$ cat src/rtl/band_scale_mc.sv
// Multi-band gain stage: one shared multiplier walks the bands of a frame,
// with per-band gain ramping, saturation and sticky clip flags.
`timescale 1ns/1ps
module band_scale_mc #(
  parameter int NUM_BANDS  = 4,
  parameter int DATA_W     = 16,
  parameter int POT_W      = 12,
  parameter int GAIN_SHIFT = 10,
  parameter int GAIN_MODE  = 1,
  parameter int RAMP_STEP  = 0
) (
  input  logic                        clk,
  input  logic                        rst_n,
  input  logic                        in_valid,
  output logic                        in_ready,
  input  logic [NUM_BANDS*DATA_W-1:0] in_data,
  input  logic [NUM_BANDS*POT_W-1:0]  pot,
  output logic                        out_valid,
  input  logic                        out_ready,
  output logic [NUM_BANDS*DATA_W-1:0] out_data,
  output logic [NUM_BANDS-1:0]        clip,
  input  logic                        clip_clr
);

  localparam int KW = (NUM_BANDS > 1) ? $clog2(NUM_BANDS) : 1;
  localparam int PW = DATA_W + POT_W + 1;
  localparam logic [KW-1:0] LAST = KW'(NUM_BANDS - 1);
  localparam logic signed [PW-1:0] MAXV = PW'((2 ** (DATA_W - 1)) - 1);
  localparam logic signed [PW-1:0] MINV = ~MAXV;
  localparam logic [POT_W-1:0] STEP = POT_W'(RAMP_STEP);

  typedef enum logic [1:0] {
    S_IDLE,
    S_RUN,
    S_DRAIN,
    S_DONE
  } state_t;

  state_t r_state;
  state_t w_next;

  logic [DATA_W-1:0] r_samp [NUM_BANDS];
  logic [POT_W-1:0]  r_pot  [NUM_BANDS];
  logic [POT_W-1:0]  r_gcur [NUM_BANDS];
  logic [DATA_W-1:0] r_out  [NUM_BANDS];
  logic [KW-1:0]     r_k;
  logic [KW-1:0]     r_pk;
  logic              r_pv;
  logic signed [PW-1:0] r_prod;
  logic [NUM_BANDS-1:0] r_clip;

  logic                     w_accept;
  logic signed [DATA_W-1:0] w_samp;
  logic [POT_W-1:0]         w_pot;
  logic [POT_W-1:0]         w_cur;
  logic [2*POT_W-1:0]       w_sq;
  logic [POT_W-1:0]         w_tgt;
  logic                     w_up;
  logic [POT_W-1:0]         w_mag;
  logic [POT_W-1:0]         w_dlt;
  logic [POT_W-1:0]         w_gnew;
  logic signed [PW-1:0]     w_prod;
  logic signed [PW-1:0]     w_res;
  logic                     w_hi;
  logic                     w_lo;
  logic [DATA_W-1:0]        w_wr;

  assign in_ready  = (r_state == S_IDLE);
  assign out_valid = (r_state == S_DONE);
  assign w_accept  = in_valid & in_ready;
  assign clip      = r_clip;

  for (genvar g = 0; g < NUM_BANDS; g++) begin : g_pack
    assign out_data[g*DATA_W +: DATA_W] = r_out[g];
  end

  always_ff @(posedge clk or negedge rst_n) begin
    if (!rst_n) r_state <= S_IDLE;
    else        r_state <= w_next;
  end

  always_comb begin
    w_next = r_state;
    unique case (r_state)
      S_IDLE:  if (w_accept) w_next = S_RUN;
      S_RUN:   if (r_k == LAST) w_next = S_DRAIN;
      S_DRAIN: w_next = S_DONE;
      S_DONE:  if (out_ready) w_next = S_IDLE;
      default: w_next = S_IDLE;
    endcase
  end

  // Issue stage: gain update for band r_k and its product
  always_comb begin
    w_samp = r_samp[r_k];
    w_pot  = r_pot[r_k];
    w_cur  = r_gcur[r_k];
    w_sq   = w_pot * w_pot;
    w_tgt  = (GAIN_MODE != 0) ? POT_W'(w_sq >> POT_W) : w_pot;
    w_up   = (w_tgt >= w_cur);
    w_mag  = w_up ? (w_tgt - w_cur) : (w_cur - w_tgt);
    w_dlt  = (w_mag > STEP) ? STEP : w_mag;
    if (RAMP_STEP == 0) w_gnew = w_tgt;
    else w_gnew = w_up ? (w_cur + w_dlt) : (w_cur - w_dlt);
    w_prod = w_samp * $signed({1'b0, w_gnew});
  end

  // Write stage: shift, saturate, flag
  always_comb begin
    w_res = r_prod >>> GAIN_SHIFT;
    w_hi  = (w_res > MAXV);
    w_lo  = (w_res < MINV);
    w_wr  = w_res[DATA_W-1:0];
    if (w_hi) w_wr = {1'b0, {(DATA_W-1){1'b1}}};
    if (w_lo) w_wr = {1'b1, {(DATA_W-1){1'b0}}};
  end

  always_ff @(posedge clk or negedge rst_n) begin
    if (!rst_n) begin
      r_k    <= '0;
      r_pk   <= '0;
      r_pv   <= 1'b0;
      r_prod <= '0;
      r_clip <= '0;
      for (int k = 0; k < NUM_BANDS; k++) begin
        r_samp[k] <= '0;
        r_pot[k]  <= '0;
        r_gcur[k] <= '0;
        r_out[k]  <= '0;
      end
    end else begin
      if (w_accept) begin
        for (int k = 0; k < NUM_BANDS; k++) begin
          r_samp[k] <= in_data[k*DATA_W +: DATA_W];
          r_pot[k]  <= pot[k*POT_W +: POT_W];
        end
      end
      if (w_accept) r_k <= '0;
      else if (r_state == S_RUN) r_k <= r_k + 1'b1;
      r_pv <= (r_state == S_RUN);
      if (r_state == S_RUN) begin
        r_prod     <= w_prod;
        r_pk       <= r_k;
        r_gcur[r_k] <= w_gnew;
      end
      if (r_pv) r_out[r_pk] <= w_wr;
      // a fresh saturation beats a same-cycle clear
      if (clip_clr) r_clip <= '0;
      if (r_pv && (w_hi || w_lo)) r_clip[r_pk] <= 1'b1;
    end
  end

endmodule

$ cat config.mk
export PLATFORM = sky130hd
export DESIGN_NAME = band_scale_mc
export DESIGN_NICKNAME = d
export VERILOG_FILES = /design/src/rtl/band_scale_mc.sv
export SDC_FILE = /design/constraint.sdc
export NUM_CORES = 1
export LEC_CHECK = 0
export ABC_CLOCK_PERIOD_IN_PS = 15300
export CAP_MARGIN = 20
export CORE_MARGIN = 4
export CORE_UTILIZATION = 59
export CTS_CLUSTER_SIZE = 10
export DETAILED_ROUTE_END_ITERATION = 16
export PLACE_DENSITY = 0.82
export SYNTH_ARGS = -nofsm -noshare
export SYNTH_HDL_FRONTEND = slang
export SYNTH_SLANG_ARGS = --single-unit
$ cat constraint.sdc
create_clock -name clk -period 15.3 [get_ports clk]
set_input_delay 3.06 -clock clk [delete_from_list [all_inputs] [get_ports clk]]
set_output_delay 3.06 -clock clk [all_outputs]
set_load 0.005 [all_outputs]
Word-level counts from Yosys, hierarchy flattened

Cells that the tools add are included.

Logic and storage cells: 67
Input bits: 117
Bits in registers: 216

Bitwise operators: 4
Eq/ne operators: 7
$add $sub $neg: 1
Reductions and logical operators: 7
Multipliers: 2
Multiplexer cells: 21
Magnitude comparators: 7

Operators with widths:

| kind                   | count |
|---|---|
| $mux W16               | 5 |
| $bwmux W64             | 1 |
| $bmux W16 S2           | 1 |
| $demux W16 S2          | 1 |
| $mul A16 B13 Y29       | 1 |
| $bmux W12 S2           | 1 |
| $mul A12 B12 Y24       | 1 |
| $mux W12               | 2 |
| $gt A19 B16 Y1 const B | 1 |
| $lt A19 B16 Y1 const B | 1 |
| $mux W2                | 5 |
| $mux W4                | 2 |
| $pmux W2 S4            | 1 |
| $eq A2 B2 Y1 const B   | 3 |
| $ge A3 B3 Y1 const B   | 2 |
| $not A2 Y3             | 2 |
| $ne A2 B1 Y1 const B   | 2 |
| $or A4 B4 Y4           | 1 |
| $logic_and A1 B1 Y1    | 3 |
| $lt A2 B3 Y1 const B   | 1 |
| $lt A3 B1 Y1 const B   | 1 |
| $reduce_and A3 Y1      | 1 |
| $add A2 B1 Y2 const B  | 1 |
| $demux W1 S2           | 1 |
| other kinds (8)        | 8 |

Logic depth before layout (Yosys ltp)

Depth in word-level cells: 6
Gate-level depth with buffers: 48
Depth with buffers taken out: 42

Least setup slack after synthesis

Ideal clock, no wire load.

Path kind: register to register
From: register r_k[0]
To: register r_prod[21]
Arrival time: 12.377 ns
Path slack: 2.799 ns
Required time: 15.175 ns
Clock period less this slack: 12.501 ns
Cell stages (with the launch flop): 45
Cell sequence: dfrtp_1 buf_6 buf_1 clkbuf_1 mux4_2 clkbuf_1 nand2_1 inv_1 fa_1 fa_1 fa_1 fa_1 inv_1 fa_1 inv_1 ha_1 clkbuf_1 a211o_1 [9 not listed] fa_1 fa_1 inv_1 fa_1 fa_1 inv_1 fa_1 inv_1 ha_1 a21o_1 a211o_1 a211oi_1 o41ai_1 a22o_1 or3_4 a31oi_2 xnor2_1 mux2_2

Longest elaborated chain between the ends: 6

RTL lines:

| item                                         | line | text |
|---|---|---|
| start: declaration                           | 46   | `logic [KW-1:0] r_k;` |
| start signal: assignment                     | 139  | `else if (r_state == S_RUN) r_k <= r_k + 1'b1;` |
| $not A2 Y3 (*)                               | n/a  |  |
| $bmux W12 S2                                 | 96   | `w_pot = r_pot[r_k];` |
| $mux W12 (not written as such) (2 in series) | 96   |  |
| $mul A12 B12 Y24                             | 98   | `w_sq = w_pot * w_pot;` |
| $mul A16 B13 Y29 (*)                         | 105  | `w_prod = w_samp * $signed({1'b0, w_gnew});` |
| end signal: assignment                       | 142  | `r_prod <= w_prod;` |
| end: declaration                             | 49   | `logic signed [PW-1:0] r_prod;` |

Every way passes the cells marked *; elsewhere a longest branch is shown, timed or not. The select of a mux whose other input is x is not followed.
A chain may end at the register's enable or synchronous reset.

Final worst setup path

From: register r_k[0]
To: register r_prod[23]

The elaborated chain is that of the path after synthesis.

==> impl_metrics.env <==
export IMPL_place_port_buffers=186
export IMPL_h_tree_depth=1
export IMPL_path_max_fanout=20
export IMPL_dieWidth_um=187.8
export IMPL_outcome="complete, no violations"
export IMPL_rrSetupSlack_ns=2.40
export IMPL_cp_end_kind="register"
export IMPL_track_usage_pct=25.38
export IMPL_skew_ns=0.01179
export IMPL_synth_top_cell_area_share_pct=27.03
export IMPL_final_cell_mix="inv_1 (362), fa_1 (254), nand2_1 (215), dfrtp_1 (205), clkdlybuf4s50_1 (185)"
export IMPL_fin_crit_sh_pct=84.31
export IMPL_path_clk_slew_ns=0.05
export IMPL_cts_tree="built"
export IMPL_synth_nets=2309
export IMPL_antenna_found_initial=1
export IMPL_synth_edf_count=0
export IMPL_drtIter0Drc=849
export IMPL_min_delay_start="out_data[51]"
export IMPL_place_hpwl_um=34850
export IMPL_grt_ovfl_total=0
export IMPL_drt_pass1_iter_count=5
export IMPL_cts_setup_buffers=0
export IMPL_period_minus_slack_ns=12.90
export IMPL_synthTopCellsByArea="dfrtp_1 (27%), fa_1 (27%), ha_1 (8.0%), mux2_2 (7.7%), inv_1 (7.1%)"
export IMPL_ys_flop_type="dfrtp_1"
export IMPL_syn_inst=1816
export IMPL_cpMostUsedCell="fa_1"
export IMPL_reg2reg_depth=41
export IMPL_clock_sinks=206
export IMPL_cts_resized=0
export IMPL_antenna_left=0
export IMPL_yosys_area_top_type="dfrtp_1"
export IMPL_hold_path_class="register to register"
export IMPL_drc=0
export IMPL_slew_viol_final=0
export IMPL_avgSynthCellArea_um2=10.50
export IMPL_routed_wl_um=43480
export IMPL_rsz0062_at_grt="no"
export IMPL_drive_gt1_share_pct=11.63
export IMPL_gr_usage_met3_pct=1.917
export IMPL_required_ns=15.69
export IMPL_cp_data_arrival_time_ns=13.29
export IMPL_setup_viol_count_final=0
export IMPL_nets=2467
export IMPL_path_depth=41
export IMPL_core_um2=31720
export IMPL_hold_depth=2
export IMPL_synthArstFlopShare_pct=100.0
export IMPL_hold_buffers=0
export IMPL_crit_type="register to register"
export IMPL_fmax_mhz=77.53
export IMPL_fp_dieH_um=187.8
export IMPL_busiest_layer="met2"
export IMPL_cap_violations=0
export IMPL_syn_to_final_growth_pct=15.41
export IMPL_netlist_area_um2=19070
export IMPL_initial_utilization_pct=60.12
export IMPL_gp_congestion=0.8694
export IMPL_yosysSeqAreaShare_pct=27.03
export IMPL_tightest_slew_ns=1.061
export IMPL_yosys_warnings=0
export IMPL_ys_ff_latch=206
export IMPL_mostFrequentLayoutCell="inv_1"
export IMPL_cp_slowest_cell="mux4_1"
export IMPL_boundaryPins=187
export IMPL_routed_via_density=5.664
export IMPL_hold_violations=0
export IMPL_grt_max_degree=120
export IMPL_grtUsageMet1_pct=31.55
export IMPL_insertion_delay_ns=0.51
export IMPL_slew_headroom_pct=29.01
export IMPL_rows=65
export IMPL_grt_pass1_vias=14840
export IMPL_synth_cell_types=65
export IMPL_clock_root_buffer="clkbuf_16"
export IMPL_hold_ws_ns=0.4814
export IMPL_dr_total_vias=13490
export IMPL_final_area_um2=22010
export IMPL_cp_top_family="adder cells"
export IMPL_clockBufferDepth=3
export IMPL_wl_per_cell_um=18.26
export IMPL_cts_buffers=25
export IMPL_cp_start_kind="register"
export IMPL_worst_path_buf_inv=9
export IMPL_worstHoldEndpoint="out_data[51]"
export IMPL_r2r_end="r_prod[23]"
export IMPL_grt_pass1_wl_um=73280
export IMPL_use_met2_pct=47.02
export IMPL_tns_ns=0
export IMPL_place_area_um2=21250
export IMPL_r2r_start="r_k[0]"
export IMPL_slowest_delay_ns=0.80
export IMPL_dieArea_um2=35260
worst max-delay path by stage:
| stage | from | end | slack [ns] |
|---|---|---|---|
| after detailed placement | r_k[0] | r_prod[23] | 2.05 |
| after global routing | r_k[0] | r_prod[24] | 1.75 |
| after CTS | r_k[0] | r_prod[23] | 2.00 |
| final | r_k[0] | r_prod[23] | 2.40 |
| after floorplan | r_k[0] | r_prod[21] | 2.80 |
| after global placement | r_k[0] | r_prod[23] | 2.58 |
worst min-delay path, cell delays in order, from the launching register on:
cell and delay (ns):
dfrtp_1 0.34, nand2_1 0.05, o21ai_0 0.06
cells by family after synthesis:
| kind of cell | Yosys count | share of synthesized area [%] |
|---|---|---|
| multiplexers | 160 | 11.02 |
| AO/OA/AOI/OAI | 198 | 6.818 |
| adder cells (fa/ha/maj) | 376 | 34.67 |
| XOR/XNOR | 36 | 1.654 |
| AND/OR/NAND/NOR | 403 | 10.13 |
| flip-flops | 206 | 27.03 |
| buffers and inverters | 437 | 8.675 |
cell type report:
type / count / area (um^2)
fill: 2246 / 9712
sequential: 206 / 5156
inverter: 362 / 1359
clock inverter: 3 / 23.77
tap: 402 / 503.0
clock buffer: 28 / 646.9
timing repair buffer: 206 / 2043
multi-input combinational: 1173 / 12270
antenna: 1 / 2.502
registers in the layout (all words and copies together), names as in the netlist:
signal    flops
r_pk          2
r_pot        48
clip          4
r_state       2
r_pv          1
r_k           2
out_data     64
r_prod       19
r_samp       64
synthesized netlist by cell type, types with 23 or more instances:
cell type,instances
a21oi_1,56
and2_1,81
clkbuf_1,66
dfrtp_1,206
fa_1,254
ha_1,122
inv_1,362
mux2_2,130
mux4_2,23
nand2_1,216
nor2_1,35
nor2b_1,29
o21ai_0,61
xnor2_1,24
routing by layer:
metal / vias to the layer above / routed length [um]
met1: 6955 / 16540
met2: 398 / 23580
met5: - / 0
li1: 6021 / -
met4: 0 / 1592
met3: 112 / 1766
per-stage QoR:
stage / util, % / setup WS, ns / std cells
6_report: 69.38 / 2.401 / 2381
2_1_floorplan: - / 2.799 / 1816
3_3_place_gp: 66.96 / 2.577 / 2340
4_1_cts: 69.10 / 2.002 / 2372
5_1_grt: 69.38 / 1.749 / 2381
3_5_place_dp: 66.98 / 2.053 / 2341
Power is left out: the tool's default activity adds up to more than one toggle a clock period on the data nets, which glitch-free logic cannot reach.
